<file path="src/rtl/alu_operand_stage.sv">
// alu_operand_stage: single-entry ID/EX register in front of the ALU.
// Captures decoded operands, immediate, ALU control and destination index from
// decode. It resolves EX/MEM and MEM/WB forwarding on the held source indices
// and drives the ALU operands d1/d2 plus control. Both sides use valid/ready,
// and the stage supports stall and flush.
//
// Optional feature macro: OPSTAGE_FWD_EN
//   defined   : operand forwarding plus hold refresh during stalls
//   undefined : operands come straight from the held register file values;
//               the exmem_*/memwb_* inputs are unused
//
// Ports:
//   clk, rst                 clock, synchronous active-high reset
//   in_valid / in_ready      decode-side handshake (in_ready is combinational)
//   rs1_data, rs2_data, imm  operand sources from decode
//   rs1_addr, rs2_addr       source indices used for forwarding
//   rd_addr                  destination index carried downstream
//   alu_src                  1: d2 = imm, 0: d2 = rs2 value
//   alu_ctrl                 ALU operation code
//   flush                    kill the held instruction
//   exmem_*, memwb_*         forwarding sources (write enable, index, value)
//   out_valid / out_ready    ALU-side handshake
//   d1, d2, control, rd_out  ALU operands, control and destination
//   rs2_val                  forwarded rs2 value (store data), ignores alu_src
module alu_operand_stage #(
    parameter int unsigned XLEN       = 32,
    parameter int unsigned REG_ADDR_W = 5,
    parameter int unsigned CTRL_W     = 4
) (
    input  logic                  clk,
    input  logic                  rst,
    input  logic                  in_valid,
    output logic                  in_ready,
    input  logic [XLEN-1:0]       rs1_data,
    input  logic [XLEN-1:0]       rs2_data,
    input  logic [XLEN-1:0]       imm,
    input  logic [REG_ADDR_W-1:0] rs1_addr,
    input  logic [REG_ADDR_W-1:0] rs2_addr,
    input  logic [REG_ADDR_W-1:0] rd_addr,
    input  logic                  alu_src,
    input  logic [CTRL_W-1:0]     alu_ctrl,
    input  logic                  flush,
    input  logic                  exmem_wen,
    input  logic [REG_ADDR_W-1:0] exmem_rd,
    input  logic [XLEN-1:0]       exmem_result,
    input  logic                  memwb_wen,
    input  logic [REG_ADDR_W-1:0] memwb_rd,
    input  logic [XLEN-1:0]       memwb_result,
    input  logic                  out_ready,
    output logic                  out_valid,
    output logic [XLEN-1:0]       d1,
    output logic [XLEN-1:0]       d2,
    output logic [CTRL_W-1:0]     control,
    output logic [REG_ADDR_W-1:0] rd_out,
    output logic [XLEN-1:0]       rs2_val
);

    logic                  valid_q;
    logic [XLEN-1:0]       rs1_data_q;
    logic [XLEN-1:0]       rs2_data_q;
    logic [XLEN-1:0]       imm_q;
    logic [REG_ADDR_W-1:0] rs1_q;
    logic [REG_ADDR_W-1:0] rs2_q;
    logic [REG_ADDR_W-1:0] rd_q;
    logic                  alu_src_q;
    logic [CTRL_W-1:0]     ctrl_q;
    logic [XLEN-1:0]       fwd1;
    logic [XLEN-1:0]       fwd2;
    logic                  take;

    // Accept when not flushing and the entry is empty or leaving this cycle.
    assign in_ready = !flush && (!valid_q || out_ready);
    assign take     = in_valid && in_ready;

`ifdef OPSTAGE_FWD_EN
    // EX/MEM wins over MEM/WB; x0 is never forwarded; an empty entry ignores forwarding.
    function automatic logic [XLEN-1:0] fwd_sel(input logic [REG_ADDR_W-1:0] idx,
                                                input logic [XLEN-1:0]       held);
        logic [XLEN-1:0] v;
        v = held;
        if (valid_q && exmem_wen && (exmem_rd != '0) && (exmem_rd == idx))
            v = exmem_result;
        else if (valid_q && memwb_wen && (memwb_rd != '0) && (memwb_rd == idx))
            v = memwb_result;
        return v;
    endfunction

    always_comb begin
        fwd1 = fwd_sel(rs1_q, rs1_data_q);
        fwd2 = fwd_sel(rs2_q, rs2_data_q);
    end
`else
    always_comb begin
        fwd1 = rs1_data_q;
        fwd2 = rs2_data_q;
    end

    // Forwarding sources and held indices only matter when forwarding is built in.
    logic unused_fwd;
    assign unused_fwd = ^{exmem_wen, exmem_rd, exmem_result,
                          memwb_wen, memwb_rd, memwb_result, rs1_q, rs2_q};
`endif

    // Entry register: rst > flush > capture > drain / hold refresh.
    always_ff @(posedge clk) begin
        if (rst) begin
            valid_q    <= 1'b0;
            rs1_data_q <= '0;
            rs2_data_q <= '0;
            imm_q      <= '0;
            rs1_q      <= '0;
            rs2_q      <= '0;
            rd_q       <= '0;
            alu_src_q  <= 1'b0;
            ctrl_q     <= '0;
        end else if (flush) begin
            valid_q <= 1'b0;
        end else if (take) begin
            valid_q    <= 1'b1;
            rs1_data_q <= rs1_data;
            rs2_data_q <= rs2_data;
            imm_q      <= imm;
            rs1_q      <= rs1_addr;
            rs2_q      <= rs2_addr;
            rd_q       <= rd_addr;
            alu_src_q  <= alu_src;
            ctrl_q     <= alu_ctrl;
        end else if (valid_q && out_ready) begin
            valid_q <= 1'b0;
        end
`ifdef OPSTAGE_FWD_EN
        // Latch forwarded values while stalled so they outlive their producer.
        else if (valid_q) begin
            rs1_data_q <= fwd1;
            rs2_data_q <= fwd2;
        end
`endif
    end

    assign out_valid = valid_q;
    assign d1        = fwd1;
    assign d2        = alu_src_q ? imm_q : fwd2;
    assign rs2_val   = fwd2;
    assign control   = ctrl_q;
    assign rd_out    = rd_q;

endmodule

</file>
<file path="config.mk">
export PLATFORM = sky130hd
export DESIGN_NAME = alu_operand_stage
export DESIGN_NICKNAME = d
export VERILOG_FILES = /design/src/rtl/alu_operand_stage.sv
export SDC_FILE = /design/constraint.sdc
export NUM_CORES = 1
export LEC_CHECK = 0
export CORE_AREA = 2 2 119 121
export DETAILED_ROUTE_END_ITERATION = 6
export DIE_AREA = 0 0 121 123
export GPL_ROUTABILITY_DRIVEN = 0
export PLACE_DENSITY = 0.83
export SLEW_MARGIN = 20
export SYNTH_ARGS = -nofsm -noshare
export SYNTH_HDL_FRONTEND = slang
export SYNTH_SLANG_ARGS = --single-unit
</file>
<file path="constraint.sdc">
create_clock -name clk -period 3.9 [get_ports clk]
set_input_delay 0.39 -clock clk [delete_from_list [all_inputs] [get_ports clk]]
set_output_delay 0.39 -clock clk [all_outputs]
set_load 0.05 [all_outputs]
</file>
; ---- Yosys cells after proc, flatten, opt, wreduce, memory -nomap -nowiden
; Index checks and enable logic that the tools add are counted.
[classes]
muxes = 3
bitwise_logic = 1
n_reduce_logical = 9
[op_table]
columns = operator, count
row1 = $mux W32, 1
row2 = $logic_and A1 B1 Y1, 3
row3 = $logic_not A1 Y1, 2
row4 = $mux W1, 2
row5 = $reduce_and A2 Y1, 1
row6 = $reduce_bool A2 Y1, 1
row7 = $reduce_or A2 Y1, 1
row8 = $logic_or A1 B1 Y1, 1
row9 = $not A1 Y1, 1
[totals]
register_bits = 107
inputBits = 197
output_inout_bits = 107
word_cells = 20

; ---- Logic depth before layout (Yosys ltp)
[logic_depth]
depth_word = 5
ltp_mapped = 6
ltp_nobuf = 3

; ---- Worst setup path before layout
; OpenSTA, ideal clock, no wires.
[synth_path]
path_kind = register -> output
startpoint = register valid_q (netlist: out_valid)
endpoint = output in_ready
t_arrival_ns = 1.314
t_required_ns = 3.510
slack_ns = 2.196
stages_incl_launch_ff = 3
n_path_buf = 0
path_cell_list = dfxtp_1 -> nor2b_4 -> nor2_1
[synth_between]
elab_chain_len = 3
[synth_lines]
columns = element, line_no
row1 = "start, declared", 58  ; logic valid_q;
row2 = "start signal, assigned", 107  ; valid_q <= 1'b0;
row3 = "start signal, assigned", 117  ; valid_q <= 1'b0;
row4 = "start signal, assigned", 119  ; valid_q <= 1'b1;
row5 = $logic_not A1 Y1, 72  ; assign in_ready = !flush && (!valid_q || out_ready);
row6 = $logic_or A1 B1 Y1, 72
row7 = $logic_and A1 B1 Y1, 72
row8 = "end, declared", 33  ; output logic in_ready,
; No other way between the ends.

; ---- Worst setup path in the final report
[layout_path]
startpoint = register alu_src_q
endpoint = output d2[6]
[layout_between]
elab_chain_len = 1
[layout_lines]
columns = element, line_no
row1 = "start, declared", 65  ; logic alu_src_q;
row2 = "start signal, assigned", 126  ; alu_src_q <= alu_src;
row3 = $mux W32, 142  ; assign d2 = alu_src_q ? imm_q : fwd2;
row4 = "end, declared", 52  ; output logic [XLEN-1:0] d2,
; No other way between the ends.

==> flow_metrics.env <==
export IMPL_status="finished, final reports clean"
export IMPL_yosysUniqueCellTypes=13
export IMPL_yosysMostFrequentCell="nand2b_1"
export IMPL_finalHoldViolations=0
export IMPL_relSlewSlack_pct=38.7
export IMPL_r2r_slack_ns=2.20
export IMPL_post_route_period_util_pct=72.1
export IMPL_cts_buffers=9
export IMPL_setup_viol=0
export IMPL_drv_cap=0
export IMPL_worstSkewPairLatency_ns=0.34
export IMPL_synth_area_per_cell_um2=10.3
export IMPL_path_class="reg -> out"
export IMPL_ios=304
export IMPL_dp_hpwl_um=8830
export IMPL_fin_skew_ns=0.00686
export IMPL_root_buffer="clkbuf_16"
export IMPL_synth_area_mm2=0.00516
export IMPL_grt_use_total_pct=16.4
export IMPL_tritoncts="done"
export IMPL_whs_ns=0.471
export IMPL_dieArea_mm2=0.0149
export IMPL_dieHeight_um=123
export IMPL_initial_utilization_pct=37.9
export IMPL_wl_per_cell_um=14.2
export IMPL_cts_buffer_depth=2
export IMPL_required_ns=3.51
export IMPL_fmax_ghz=0.356
export IMPL_post_route_util_pct=56.2
export IMPL_tns_ns=0
export IMPL_synth_top_area_share_pct=41.5
export IMPL_drt_iter0_markers=198
export IMPL_startpoint_type="register"
export IMPL_dp_cells=863
export IMPL_vdd_drop_max_mv=0.226
export IMPL_leakage_nw=2.82
export IMPL_yosys_top_cells_count="nand2b_1 (212), dfxtp_1 (107), mux2i_1 (106)"
export IMPL_num_rows=43
export IMPL_synth_ff_type="dfxtp_1"
export IMPL_crit_path_end_kind="output port"
export IMPL_grt_pass1_vias=4058
export IMPL_firstDrtPassIters=4
export IMPL_post_cts_setup_buffers=0
export IMPL_maxSlewViolCount=0
export IMPL_via_per_inst=4.61
export IMPL_rsz0062_at_grt="false"
export IMPL_clkSinkCount=107
export IMPL_worst_pin_slew_ns=0.920
export IMPL_powerDensity_mw_per_mm2=353
export IMPL_synthTopCellsByArea="dfxtp_1 (42%), nand2b_1 (26%), mux2i_1 (21%), mux2_2 (7.0%), clkbuf_1 (1.7%)"
export IMPL_yosysSeqAreaShare_pct=41.5
export IMPL_hold_buffers=0
export IMPL_instances_no_fill=878
export IMPL_vias=4050
export IMPL_power_mw=2.71
export IMPL_grt_pass1_wl_um=19400
export IMPL_path_max_fanout=33
export IMPL_final_antenna_net_count=0
export IMPL_synth_nets=698
export IMPL_synth_edff_count=0
export IMPL_portBuffers=217
export IMPL_grt_start_max_net_pins=128
export IMPL_hold_path_class="reg -> reg"
export IMPL_synth_seq_cells=107
export IMPL_cp_arrival_ns=2.42
export IMPL_ctsResizeCount=0
export IMPL_ys_warn_count=0
export IMPL_path_clk_slew_ns=0.07
export IMPL_area_delta_synth_final_pct=48.4
export IMPL_drc=0
export IMPL_htree_levels=3
export IMPL_grt_overflow=0
export IMPL_nets=891
export IMPL_die_w_um=121
export IMPL_antenna_found_initial=0
export IMPL_nFillCells=1147
export IMPL_synth_async_sr_flop_share_pct=0
export IMPL_core_area_mm2=0.0136
export IMPL_wl_um=12500
export IMPL_final_layout_size_suffix_gt1_share_pct=7.74
export IMPL_synth_top_area_cell="dfxtp_1"
export IMPL_diodes=0
export IMPL_synth_cells=501
export IMPL_period_minus_slack_ns=2.81
-- path summary, 6_finish.rpt --
path	start	endpoint	depth (start not counted)
worst min register to register	imm_q[16]	imm_q[16]	2
worst min-delay path	imm_q[16]	imm_q[16]	2
worst max-delay path	alu_src_q	d2[6]	2
worst max register to register	out_valid	d1[14]	4
-- through the flow --
| step | cell area [µm²] | setup slack [ns] |
|---|---|---|
| after floorplan | 5160 | 2.20 |
| after global placement | 7370 | 1.42 |
| after detailed placement | 7370 | 1.42 |
| after CTS | 7650 | 1.04 |
| after global routing | 7650 | 0.976 |
| final | 7650 | 1.09 |
-- final cells by class --
type,count,area [µm²],share of cell area (%)
timing repair buffer,221,2210,28.9
sequential,107,2140,28.0
multi-input combinational,355,2790,36.5
tap,180,225,2.94
clock inverter,2,10.0,0.131
clock buffer,13,270,3.53
-- power by group --
| group | internal, mW | switching [mW] |
|---|---|---|
| registers | 1.15 | 0.0406 |
| logic | 0.305 | 0.346 |
| clock network | 0.480 | 0.383 |
-- cells by family after synthesis --
| family | after synthesis | share of synthesized area, % |
|---|---|---|
| buf+inv | 39 | 4.44 |
| flops | 107 | 41.5 |
| mux | 138 | 27.6 |
| simple gates | 217 | 26.5 |
-- flip-flops by register name (all words and copies together) (netlist names) --
register,count
imm_q,32
d1,32
rd_out,5
out_valid,1
control,4
alu_src_q,1
rs2_val,32
-- metal layers --
layer,global-route usage [%],share of wire (%),vias to the layer above
met5,0,0,-
met4,6.32,1.6,0
met3,5.81,8.2,14
met2,27.6,48,138
met1,19.0,42,1884
li1,-,-,2014
-- cells in the final DEF, fill, tap and decap left out --
cell type,n
dfxtp_1,106
dfxtp_2,1
buf_4,4
clkbuf_1,1
clkinv_2,2
mux2_2,32
nand2b_1,212
nor2_1,2
clkbuf_8,3
buf_12,1
nor2b_4,1
mux2i_1,106
clkdlybuf4s50_1,216
clkbuf_16,9
nor3b_4,1
nor3_1,1
-- critical path: stages, from the launching register on --
cell and delay (ns):
dfxtp_2 0.93, mux2_2 0.43, clkdlybuf4s50_1 0.71
(Power assumes the default switching activity.)
